$ cat config.mk
export PLATFORM = sky130hd
export DESIGN_NAME = cart_mapper
export DESIGN_NICKNAME = d
export VERILOG_FILES = /design/src/rtl/cart_mapper.sv
export SDC_FILE = /design/constraint.sdc
export NUM_CORES = 1
export LEC_CHECK = 0
export BUFFER_PORTS_ARGS = -buffer_cell sky130_fd_sc_hd__buf_2
export CORE_ASPECT_RATIO = 0.6
export CORE_MARGIN = 1.5
export CORE_UTILIZATION = 49
export CTS_BUF_LIST = sky130_fd_sc_hd__clkbuf_4 sky130_fd_sc_hd__clkbuf_8
export CTS_CLUSTER_DIAMETER = 30
export DETAILED_ROUTE_END_ITERATION = 7
export GPL_TIMING_DRIVEN = 0
export MAX_ROUTING_LAYER = met4
export PLACE_DENSITY = 0.84
export SKIP_CTS_REPAIR_TIMING = 1
export SYNTH_ARGS = -nofsm -noshare
export SYNTH_HDL_FRONTEND = slang
export SYNTH_SLANG_ARGS = --single-unit
$ cat constraint.sdc
create_clock -name clk -period 3.6 [get_ports clk]
set_input_delay 0.36 -clock clk [delete_from_list [all_inputs] [get_ports clk]]
set_output_delay 0.36 -clock clk [all_outputs]
set_load 0.02 [all_outputs]
$ cat src/rtl/cart_mapper.sv
// cart_mapper: MSX cartridge bank mapper. It turns CPU slot accesses into
// registered ROM byte addresses for the no-mapper, Konami, Konami SCC, ASCII8
// and ASCII16 cartridge types, and it flags the SCC register window.
module cart_mapper #(
  parameter int AW        = 25,
  parameter int BANK_BITS = 8
) (
  input  logic          clk,
  input  logic          reset_n,
  input  logic [2:0]    mapper,
  input  logic [AW-1:0] rom_size,
  input  logic [3:0]    offset,
  input  logic [15:0]   addr,
  input  logic [7:0]    d_from_cpu,
  input  logic          wr,
  input  logic          rd,
  input  logic          cs,
  output logic [AW-1:0] mem_addr,
  output logic          mem_rd,
  output logic          scc_sel
);

  localparam logic [2:0] M_KONAMI  = 3'd3;
  localparam logic [2:0] M_SCC     = 3'd4;
  localparam logic [2:0] M_ASCII8  = 3'd5;
  localparam logic [2:0] M_ASCII16 = 3'd6;

  // One ROM access as it is presented to the memory store
  typedef struct packed {
    logic [AW-1:0] addr;
    logic          rd;
    logic          scc;
  } mem_req_t;

  logic [3:0][BANK_BITS-1:0] bank;
  logic [3:0][BANK_BITS-1:0] bank_dflt;
  logic [3:0]                wsel;
  logic [2:0]                mapper_q;
  logic                      wr_q;
  logic                      reload;
  logic                      wr_edge;

  logic [1:0]           page;
  logic [BANK_BITS-1:0] b8;
  logic [BANK_BITS-1:0] b16;
  logic [AW-1:0]        mask8;
  logic [AW-1:0]        mask16;
  logic [AW-1:0]        a8;
  logic [AW-1:0]        a16;
  logic [15:0]          off_bytes;
  logic [AW-1:0]        a_nm;
  logic                 win;
  logic                 nm_in;
  logic                 scc_hit;
  logic                 in_range;
  mem_req_t             nxt;

  // Power-on bank contents: Konami types map banks 0..3 straight through,
  // ASCII types (and the unmapped types) start at bank 0 everywhere.
  function automatic logic [3:0][BANK_BITS-1:0] bank_defaults(input logic [2:0] m);
    logic [3:0][BANK_BITS-1:0] d;
    d = '0;
    if (m == M_KONAMI || m == M_SCC)
      for (int i = 0; i < 4; i++) d[i] = BANK_BITS'(i);
    return d;
  endfunction

  assign bank_dflt = bank_defaults(mapper);
  assign reload    = (mapper != mapper_q);
  assign wr_edge   = cs & wr & ~wr_q;

  // Write-strobe history and last-seen mapper type for edge/change detection
  always_ff @(posedge clk) begin
    if (!reset_n) begin
      wr_q     <= 1'b0;
      mapper_q <= mapper;
    end else begin
      wr_q     <= wr;
      mapper_q <= mapper;
    end
  end

  // Decode which bank register a freshly detected CPU write targets
  always_comb begin
    wsel = '0;
    if (wr_edge) begin
      case (mapper)
        M_KONAMI: begin
          case (addr[15:13])
            3'd3:    wsel[1] = 1'b1;
            3'd4:    wsel[2] = 1'b1;
            3'd5:    wsel[3] = 1'b1;
            default: ;
          endcase
        end
        M_SCC: begin
          case (addr[15:11])
            5'b01010: wsel[0] = 1'b1;
            5'b01110: wsel[1] = 1'b1;
            5'b10010: wsel[2] = 1'b1;
            5'b10110: wsel[3] = 1'b1;
            default:  ;
          endcase
        end
        M_ASCII8: begin
          case (addr[15:11])
            5'b01100: wsel[0] = 1'b1;
            5'b01101: wsel[1] = 1'b1;
            5'b01110: wsel[2] = 1'b1;
            5'b01111: wsel[3] = 1'b1;
            default:  ;
          endcase
        end
        M_ASCII16: begin
          case (addr[15:11])
            5'b01100: wsel[0] = 1'b1;
            5'b01110: wsel[1] = 1'b1;
            default:  ;
          endcase
        end
        default: ;
      endcase
    end
  end

  // Bank registers; reset and a mapper change both reload defaults and
  // take priority over any write in the same cycle.
  always_ff @(posedge clk) begin
    if (!reset_n || reload) begin
      bank <= bank_dflt;
    end else begin
      for (int i = 0; i < 4; i++)
        if (wsel[i]) bank[i] <= BANK_BITS'(d_from_cpu);
    end
  end

  // Address generation for every mapper type, selected by the current type
  always_comb begin
    // 4000h..BFFFh -> pages 0..3; the low two page bits wrap to the same result
    page      = addr[14:13] - 2'd2;
    b8        = bank[page];
    b16       = bank[{1'b0, addr[15]}];
    mask8     = (rom_size - AW'(1)) >> 13;
    mask16    = (rom_size - AW'(1)) >> 14;
    a8        = ((AW'(b8) & mask8) << 13) | AW'(addr[12:0]);
    a16       = ((AW'(b16) & mask16) << 14) | AW'(addr[13:0]);
    off_bytes = {offset, 12'h000};
    a_nm      = AW'(addr) - AW'(off_bytes);
    win       = (addr >= 16'h4000) && (addr <= 16'hBFFF);
    nm_in     = (addr >= off_bytes) && (a_nm < rom_size);
    // SCC registers appear at 9800h..9FFFh once bank 2 selects 3Fh
    scc_hit   = cs && (mapper == M_SCC) && (bank[2][5:0] == 6'h3F) &&
                (addr[15:11] == 5'b10011);

    nxt      = '0;
    in_range = 1'b0;
    case (mapper)
      M_KONAMI, M_SCC, M_ASCII8: begin
        nxt.addr = a8;
        in_range = win;
      end
      M_ASCII16: begin
        nxt.addr = a16;
        in_range = win;
      end
      default: begin
        nxt.addr = a_nm;
        in_range = nm_in;
      end
    endcase
    nxt.scc = scc_hit;
    nxt.rd  = cs & rd & in_range & ~scc_hit;
  end

  // Registered memory request: one clock from CPU address to ROM address
  always_ff @(posedge clk) begin
    if (!reset_n) begin
      mem_addr <= '0;
      mem_rd   <= 1'b0;
      scc_sel  <= 1'b0;
    end else begin
      mem_addr <= nxt.addr;
      mem_rd   <= nxt.rd;
      scc_sel  <= nxt.scc;
    end
  end

endmodule
## Word-level counts from Yosys, hierarchy flattened

Cells that the tools add are included.
W data, S select, Z words.

- Word-level logic and storage cells: 88
- Register bits: 63
- Output and inout port bits: 27

- Equal/unequal tests: 17
- Reductions and logical operators: 16
- $add $sub $neg: 3
- Bitwise operators: 11
- Mux-type cells: 26
- $lt $le $gt $ge: 6

Operators by type and width:

| operator | number |
|---|---|
| $mux W8 | 7 |
| $pmux W25 S2 | 1 |
| $mux W32 | 1 |
| $mux W26 | 1 |
| $eq A5 B4 Y1 const B | 5 |
| $lt A25 B25 Y1 | 1 |
| $or A25 B13 Y25 | 1 |
| $or A25 B14 Y25 | 1 |
| $sub A25 B1 Y25 const B | 1 |
| $sub A16 B16 Y17 | 1 |
| $bmux W8 S2 | 1 |
| $ge A16 B15 Y1 const B | 1 |
| $ge A16 B16 Y1 | 1 |
| $le A16 B16 Y1 const B | 1 |
| $eq A3 B3 Y1 const B | 5 |
| $eq A5 B5 Y1 const B | 3 |
| $and A8 B12 Y12 | 1 |
| $and A8 B11 Y11 | 1 |
| $mux W1 | 11 |
| $reduce_bool A2 Y1 | 4 |
| $eq A3 B2 Y1 const B | 2 |
| $eq A6 B6 Y1 const B | 1 |
| $pmux W2 S3 | 1 |
| $and A1 B1 Y1 | 5 |
| other kinds (14) | 21 |

## Logic depth before layout (Yosys ltp)

Gate-level depths: netlist (run 1).

- Depth after elaboration: 6
- Gate-level depth with buffers: 12
- Mapped depth without buffers: 12

## Worst setup path before layout (run 1)

Ideal clock, no wire load.

- Kind: input -> register
- Start point: input addr[12]
- End point: register mem_rd
- Setup time: 0.119 ns
- Slack: 0.577 ns
- Buffers on the path: 0
- Stages: 12
- Arrival time: 2.904 ns
- Cell sequence: inv_1 -> ha_1 -> inv_1 -> fa_1 -> a21o_1 -> a21oi_1 -> ha_1 -> nand4_1 -> or2_1 -> or4_1 -> o22ai_1 -> o21ai_1

- Cells in the longest elaborated chain, start to end: 6
- Elaborated cells on any way between the ends: 13
- Those cells by class: add/sub (1); order compare (4); eq/ne (1); mux (1); bitwise (3); reduce/logical (3)

Ends and longest elaborated chain:

| item | RTL line | text |
|---|---|---|
| start, declared | 13 | `input logic [15:0] addr,` |
| $sub A16 B16 Y17 | 148 | `a_nm = AW'(addr) - AW'(off_bytes);` |
| $lt A25 B25 Y1 | 150 | `nm_in = (addr >= off_bytes) && (a_nm < rom_size);` |
| $logic_and A1 B1 Y1 | 150 |  |
| $mux W1 | 157 | `case (mapper)` |
| $and A1 B1 Y1 | 172 | `nxt.rd = cs & rd & in_range & ~scc_hit;` |
| $and A1 B1 Y1 (*) | 172 |  |
| end signal, assigned | 183 | `mem_rd <= nxt.rd;` |
| end, declared | 19 | `output logic mem_rd,` |

Mark *: on every way between the ends. The rest lies on a longest branch, timed or not.
A chain may end at the register's enable or synchronous reset.

## Worst setup path after layout (run 1)

Ends and elaborated chain as after synthesis.

==> key figures, run 1 <==
Worst setup path
  – RR Startpoint: mapper_q[2]
  – Worst path cell trace: buf_2 > inv_1 > ha_1 > inv_1 > fa_1 > a21o_1 > a21oi_1 > ha_1 > nand4_1 > or2_1 > or4_1 > o22ai_1 > o21ai_1
  – R2r setup slk: roughly 1400 ps
  – CP startpoint kind: input port
  – Critical path peak fanout: 11
  – Worst Path Arrival: 3580 ps
  – CP max stage delay: about 750 ps
  – Worst path slowest cell: a21oi_1
  – Crit end category: register
  – CP Class: in -> reg
  – Crit path from: addr[12]
  – CP Data Required Time: ~3800 ps

Route
  – DRC errors left: 0
  – Via count: approximately 3200
  – Detailed-router iteration count before antenna repair: 6
  – Vias per std cell: 5.845
  – Antenna-violating nets left: 0
  – Wire per inst: around 18 um
  – Initial DRC count: about 330
  – Detailed Route WL: between 9000 and 10000 um

Global routing
  – First-pass GRT wire length: roughly 16000 um
  – Total Routing Usage GR: 26.95%
  – Number of global-route vias before repair: just over 3000
  – Congestion Overflow GR: 0
  – Initial antenna violation count: 0
  – Largest net degree at the start of global routing: 14

Synthesis
  – Gate Count Post-Synth: roughly 350
  – Sequential area share after synthesis: ~42%
  – Unique cell type count in the Yosys netlist: 60
  – Main synth FF type: edfxtp_1
  – Syn Area/Cell: ~10 um2
  – Yosys warnings: 0
  – Mapped Area: between 0.003 and 0.004 mm2
  – Seq cells post-synth: 61
  – Async set-or-reset flop fraction in the synthesized netlist: 0%
  – Post-synth EDFFs: 32
  – Synthesized Nets: around 440

Clock tree
  – Worst-path clk slew: approximately 70 ps
  – Clock sink count: just over 60
  – Clock Tree Buf Depth: 2
  – Root Driver: clkbuf_8
  – CTS tree: done
  – Clk_lat worst skew: 360 ps
  – TritonCTS buffer count: 9
  – H-Tree Depth: 3

Finish
  – Antenna diode instance count: 0
  – Area growth, synth to finish: 20.99%
  – Most frequent cells in the layout: 91 x buf_2, 35 x inv_1, 32 x edfxtp_1
  – Share of cells above drive strength 1: around 29%
  – Most common cell after layout, fill and taps aside: buf_2
  – Fill cells: 624
  – Final Net Count: between 500 and 600

STA
  – Setup ws final: ~250 ps
  – Endpoints failing setup: 0
  – Fin. max-slew vios: 0
  – Fin Hold WS: 151.8 ps
  – Min Tclk post-route: between 3000 and 4000 ps
  – Setup TNS: 0 ps
  – Slew Limit Headroom: a little over a tenth
  – RSZ-0062 raised after global routing: no
  – Worst-Margin Slew: approximately 1300 ps
  – Skew final: between 10 and 15 ps
  – Fin. Hold Viols: 0
  – Final worst-path cycle share: between 90% and 100%
  – Fmax: ~300 MHz

Die
  – # rows: 24
  – Die X: 114.1 um
  – Io pins: about 90
  – Die H: approximately 70 um
  – Die ar.: 0.007953 mm2
  – Core Footprint: roughly 0.0072 mm2
  – Initial Util: about half

Run
  – Maxcap violations: 0

Power
  – Tot Pwr: ~0.0018 W
  – PwrDens: 407.9 mW/mm2
  – Static leakage: about 2 nW
  – Max VDD drop: approximately 0.28 mV

Place
  – Final HPWL DP: slightly below 8000 um
  – Dpl ws: -35.78 ps
  – Number of I/O port buffers: a little under 90
  – GP Congestion: about 0.95

Hold path
  – Hold wc startpoint: mapper[1]
  – HP Class: in -> reg

Run status
  – Outcome: complete, no violations
-- Yosys cell counts, types with 7 or more instances --
master,number,area (um2)
inv_1,35,131.4
edfxtp_1,32,960.9
and2_1,29,181.4
dfxtp_1,29,580.6
ha_1,28,350.3
a21oi_1,19,95.09
o21ai_0,19,95.09
nand2_1,18,67.56
nor2_1,18,67.56
nand4_1,12,75.07
mux4_2,8,180.2
xor2_1,7,61.31
-- report_power, final --
group	switching, W	leakage (nW)	internal, W
clock	0.000310	0.101	0.000329
sequential	0.0000181	0.620	0.000780
combinational	0.000213	1.30	0.000143
total	0.000541	2.02	0.00125
-- state kept, by name, summed over array words and instances, names as in the netlist --
signal,cells
mem_rd,1
bank,32
scc_sel,1
mem_addr,23
mapper_q,3
wr_q,1
-- path summary, 6_finish.rpt --
kind	endpoint	cells past startpoint
worst min register to register	scc_sel	3
worst min-delay path	mapper_q[1]	1
worst max-delay path	mem_rd	13
worst max register to register	bank[24]	4
-- cell type report --
class / count / area [um2] / share of cell area (%)
multi-input combinational: 243 / 1862 / 42.38
sequential: 61 / 1541 / 35.09
timing repair buffer: 88 / 442.9 / 10.08
inverter: 35 / 131.4 / 2.991
clock buffer: 9 / 123.9 / 2.820
tap: 91 / 113.9 / 2.592
buffer: 15 / 96.34 / 2.193
clock inverter: 7 / 81.33 / 1.851
-- stage by stage --
stage	instances	cell area (um2)	util, %
5_1_grt	549	4393	60.95
4_1_cts	548	4385	60.85
3_5_place_dp	532	4180	58.00
3_3_place_gp	532	4180	58.00
6_report	549	4393	60.95
2_1_floorplan	354	3631	-
-- routing by layer --
layer  wire length, um  up-vias  part of all wire (%)  global-route usage (%)
met5                 0        -                     0                       -
met2              4064      194                    41                   36.81
met4               139        0                   1.4                   9.028
met1              4582     1508                    46                   37.79
met3              1129       15                    11                   8.566
li1                  -     1492                     -                       -
-- critical path: cells and delay by family --
family | cells | cell delay, ps
buffers and inverters | 3 | 290
and+or+nand+nor | 3 | 890
adders and majority gates | 3 | 850
AOI/OAI and AO/OA | 4 | 1170
-- kinds of logic after synthesis --
kind of cell	after synthesis	synth area share [%]
AO/OA/AOI/OAI	71	12.61
XOR/XNOR	10	2.412
adder cells (fa/ha/maj)	29	10.20
buffers and inverters	50	6.271
flip-flops	61	42.45
multiplexers	18	7.857
AND/OR/NAND/NOR	115	18.19
No activity file was read; power rests on OpenSTA's default activity.
==> run 2, diff against run 1 <==
--- a/config.mk
+++ b/config.mk
@@ -5,6 +5,7 @@
 export SDC_FILE = /design/constraint.sdc
 export NUM_CORES = 1
 export LEC_CHECK = 0
+export ABC_AREA = 1
 export BUFFER_PORTS_ARGS = -buffer_cell sky130_fd_sc_hd__buf_2
 export CORE_ASPECT_RATIO = 0.6
 export CORE_MARGIN = 1.5
==> run 2 against run 1 <==
Register-to-register slack better by 270 ps. Utilization up 0.15 points. First-iteration DRC count up 2.5%. Clock-buffer cell count up 4. Wire length up 3.3%. Critical endpoint unchanged.
==> key figures, run 2 <==
Run status
  – Outcome: complete, no violations

Synthesis
  – Yosys warnings: 0 (unchanged)
  – Post-synth EDFFs: 32 (unchanged)
  – Async set-or-reset flop fraction in the synthesized netlist: 0% (unchanged)
  – Post-synth top area cell: edfxtp_1
  – Post-synth top area share: 25.55% (-0.92 points)
  – Main synth FF type: edfxtp_1
  – Post-synth top cells: 121 x nand2_1, 76 x inv_1, 64 x nor2_1
  – Mux contribution to synthesized area: 0% (-7.9 points)
  – Synth Area in Simple Gates: 26.45% (+8.3 points)
  – Post-synthesis xor/xnor area fraction: 0.9315% (-1.5 points)
  – Synthesized Nets: 590 (+33%)
  – Seq cells post-synth: 61 (unchanged)
  – Gate Count Post-Synth: 500 (+41%)
  – Most numerous cell in the Yosys netlist: nand2_1
  – Unique cell type count in the Yosys netlist: 37 (-38%)
  – Synth Area in Compound Gates: 11.34% (-1.3 points)
  – Main combinational cell family by area after synthesis: simple AND/OR/NAND/NOR gates
  – Sequential area share after synthesis: 40.98% (-1.5 points)
  – Top cells by area, synth: edfxtp_1 26%, dfxtp_1 15%, nand2_1 12%
  – Mapped Area: 0.003761 mm2 (+3.6%)
  – Adder-cell share of the synthesized area: 9.847% (-0.35 points)
  – Syn Area/Cell: 7.522 um2 (-27%)

Clock tree
  – Clk_lat worst skew: 360 ps (about the same)
  – Clock sink count: 61 (unchanged)
  – TritonCTS buffer count: 9 (unchanged)
  – Worst-path clk slew: 70 ps (about the same)
  – Root Driver: clkbuf_8
  – Clock Tree Buf Depth: 2 (unchanged)
  – CTS tree: done
  – H-Tree Depth: 3 (unchanged)

Finish
  – Final Net Count: 687 (+27%)
  – Most common cell after layout, fill and taps aside: nand2_1
  – Most frequent cells in the layout: 121 x nand2_1, 92 x buf_2, 76 x inv_1
  – Share of cells above drive strength 1: 22.59% (-6.9 points)
  – Area growth, synth to finish: 19.53%
  – Largest register FFs: 32 (unchanged)
  – Antenna diode instance count: 0 (unchanged)
  – Top Registers: bank (32), mem_addr (23), mapper_q (3)
  – Biggest register: bank
  – Post-layout instance area: 0.004496 mm2 (+2.3%)

Worst setup path
  – CP startpoint kind: input port
  – CP Class: in -> reg
  – Worst path slowest cell: a21oi_1
  – Worst Path Arrival: 3440 ps (-140 ps)
  – Worst path cell trace: buf_2 > inv_1 > ha_1 > inv_1 > fa_1 > nand2_1 > nand2_1 > a21oi_1 > ha_1 > a21o_1 > nor2_1 > nand2_1 > a21oi_1 > nand3_1 > a21oi_1
  – CP Data Required Time: 3890 ps (+60 ps)
  – CP max stage delay: 810 ps (+60 ps)
  – Crit end category: register
  – Critical path peak fanout: 10 (-1)

Die
  – Die X: 116.1 um (+1.7%)
  – Io pins: 88 (unchanged)
  – # rows: 24 (unchanged)
  – Die ar.: 0.008228 mm2 (+3.5%)
  – Core Footprint: 0.007357 mm2 (+2.1%)
  – Initial Util: 51.12% (+0.74 points)
  – Die H: 70.87 um (+1.7%)

Global routing
  – Largest net degree at the start of global routing: 11 (-3)
  – Congestion Overflow GR: 0 (unchanged)
  – Number of global-route vias before repair: 3293 (+6.5%)
  – Total Routing Usage GR: 26.75% (-0.21 points)
  – First-pass GRT wire length: 16060 um (+3.3%)
  – Initial antenna violation count: 0 (unchanged)

STA
  – Final worst-path cycle share: 87.58% (-5.5 points)
  – Skew final: 11.58 ps (-0.4683 ps)
  – Fin. Hold Viols: 0 (unchanged)
  – Slew Limit Headroom: 28.68% (+18 points)
  – Min Tclk post-route: 3153 ps (-196.6 ps)
  – RSZ-0062 raised after global routing: no
  – Fmax: 317.2 MHz (+6.2%)
  – Setup TNS: 0 ps (unchanged)
  – Worst-Margin Slew: 1070 ps (-252.9 ps)
  – Endpoints failing setup: 0 (unchanged)
  – Fin. max-slew vios: 0 (unchanged)

Power
  – Tot Pwr: 0.001723 W (-3.9%)
  – Max VDD drop: 0.2428 mV (-14%)
  – PwrDens: 383.2 mW/mm2 (-6.0%)
  – Static leakage: 2.371 nW (+17%)

Route
  – Vias per std cell: 5.187 (-11%)
  – Antenna-violating nets left: 0 (unchanged)
  – Detailed Route WL: 10240 um (+3.3%)
  – DRC errors left: 0 (unchanged)
  – Detailed-router iteration count before antenna repair: 7 (+1)
  – Via count: 3662 (+14%)
  – Initial DRC count: 333 (+2.5%)
  – Wire per inst: 14.51 um (-20%)

Hold path
  – HP Class: in -> reg

Place
  – GP Congestion: 0.9595 (+0.88%)
  – Placed cell area: 0.004322 mm2 (+3.4%)
  – Number of I/O port buffers: 86 (-1.1%)
  – Final HPWL DP: 8220 um (+5.7%)

Run
  – Maxcap violations: 0 (unchanged)
## run 2: changes by cell type after synthesis, sizes merged, moves of 8 or more
cell / delta
nand3: +15
inv: +53
nor2: +54
a21oi: +11
nand2: +104
and2: -29
o21ai: +10
mux4: -8
## run 2: final timing paths
check                               endpoint  startpoint  slack (ps)  cells past startpoint
worst min register to register  mem_addr[21]    bank[15]         670                      4
worst max-delay path                  mem_rd    addr[12]         450                     15
worst min-delay path             mapper_q[2]   mapper[2]         150                      1
worst max register to register       bank[7]        wr_q        1710                      5
## run 2: where the power goes
part	switching (W)	total (W)	internal (W)
clock	0.000267	0.000554	0.000287
combinational	0.000240	0.000371	0.000131
sequential	0.0000160	0.000798	0.000782
## run 2: routing by layer
metal / GRT usage [%] / routed length [um]
met4: 7.453 / 104
met5: - / 0
met3: 6.427 / 984
met2: 35.62 / 4101
met1: 40.04 / 5053
## run 2: kinds of logic (layout without fill, tap and decap cells)
kind of cell | count (synthesis) | count (layout)
AO/OA/AOI/OAI | 76 | 76
XOR/XNOR | 4 | 4
adder cells (fa/ha/maj) | 29 | 29
buffers and inverters | 99 | 201
flip-flops | 61 | 61
AND/OR/NAND/NOR | 231 | 231
## run 2: final cells by class
cell class              instances  area, um2
well taps                     104      130.1
clock inverters                 3      13.76
plain buffers                  10      56.30
repair buffers                 86      430.4
inverters                      89      336.6
clock buffers                  13      160.2
fillers                       699       2861
flip-flops and latches         61       1541
multi-input cells             340       1827
## run 2: critical path: cells and delay by family
| family | cells | cell delay [ps] |
|---|---|---|
| AO/OA/AOI/OAI | 4 | 1330 |
| adder cells (fa/ha/maj) | 3 | 970 |
| AND/OR/NAND/NOR | 5 | 480 |
| buffers and inverters | 3 | 300 |
## run 2: metrics by stage
stage,setup slack [ps],instances,hold WS [ps],util (%)
after floorplan,931.4,500,387.7,-
after global placement,300.5,690,510.0,58.74
after detailed placement,167.8,690,510.7,58.74
after CTS,534.3,706,135.5,61.11
after global routing,290.0,706,138.2,61.11
final,447.2,706,151.3,61.11
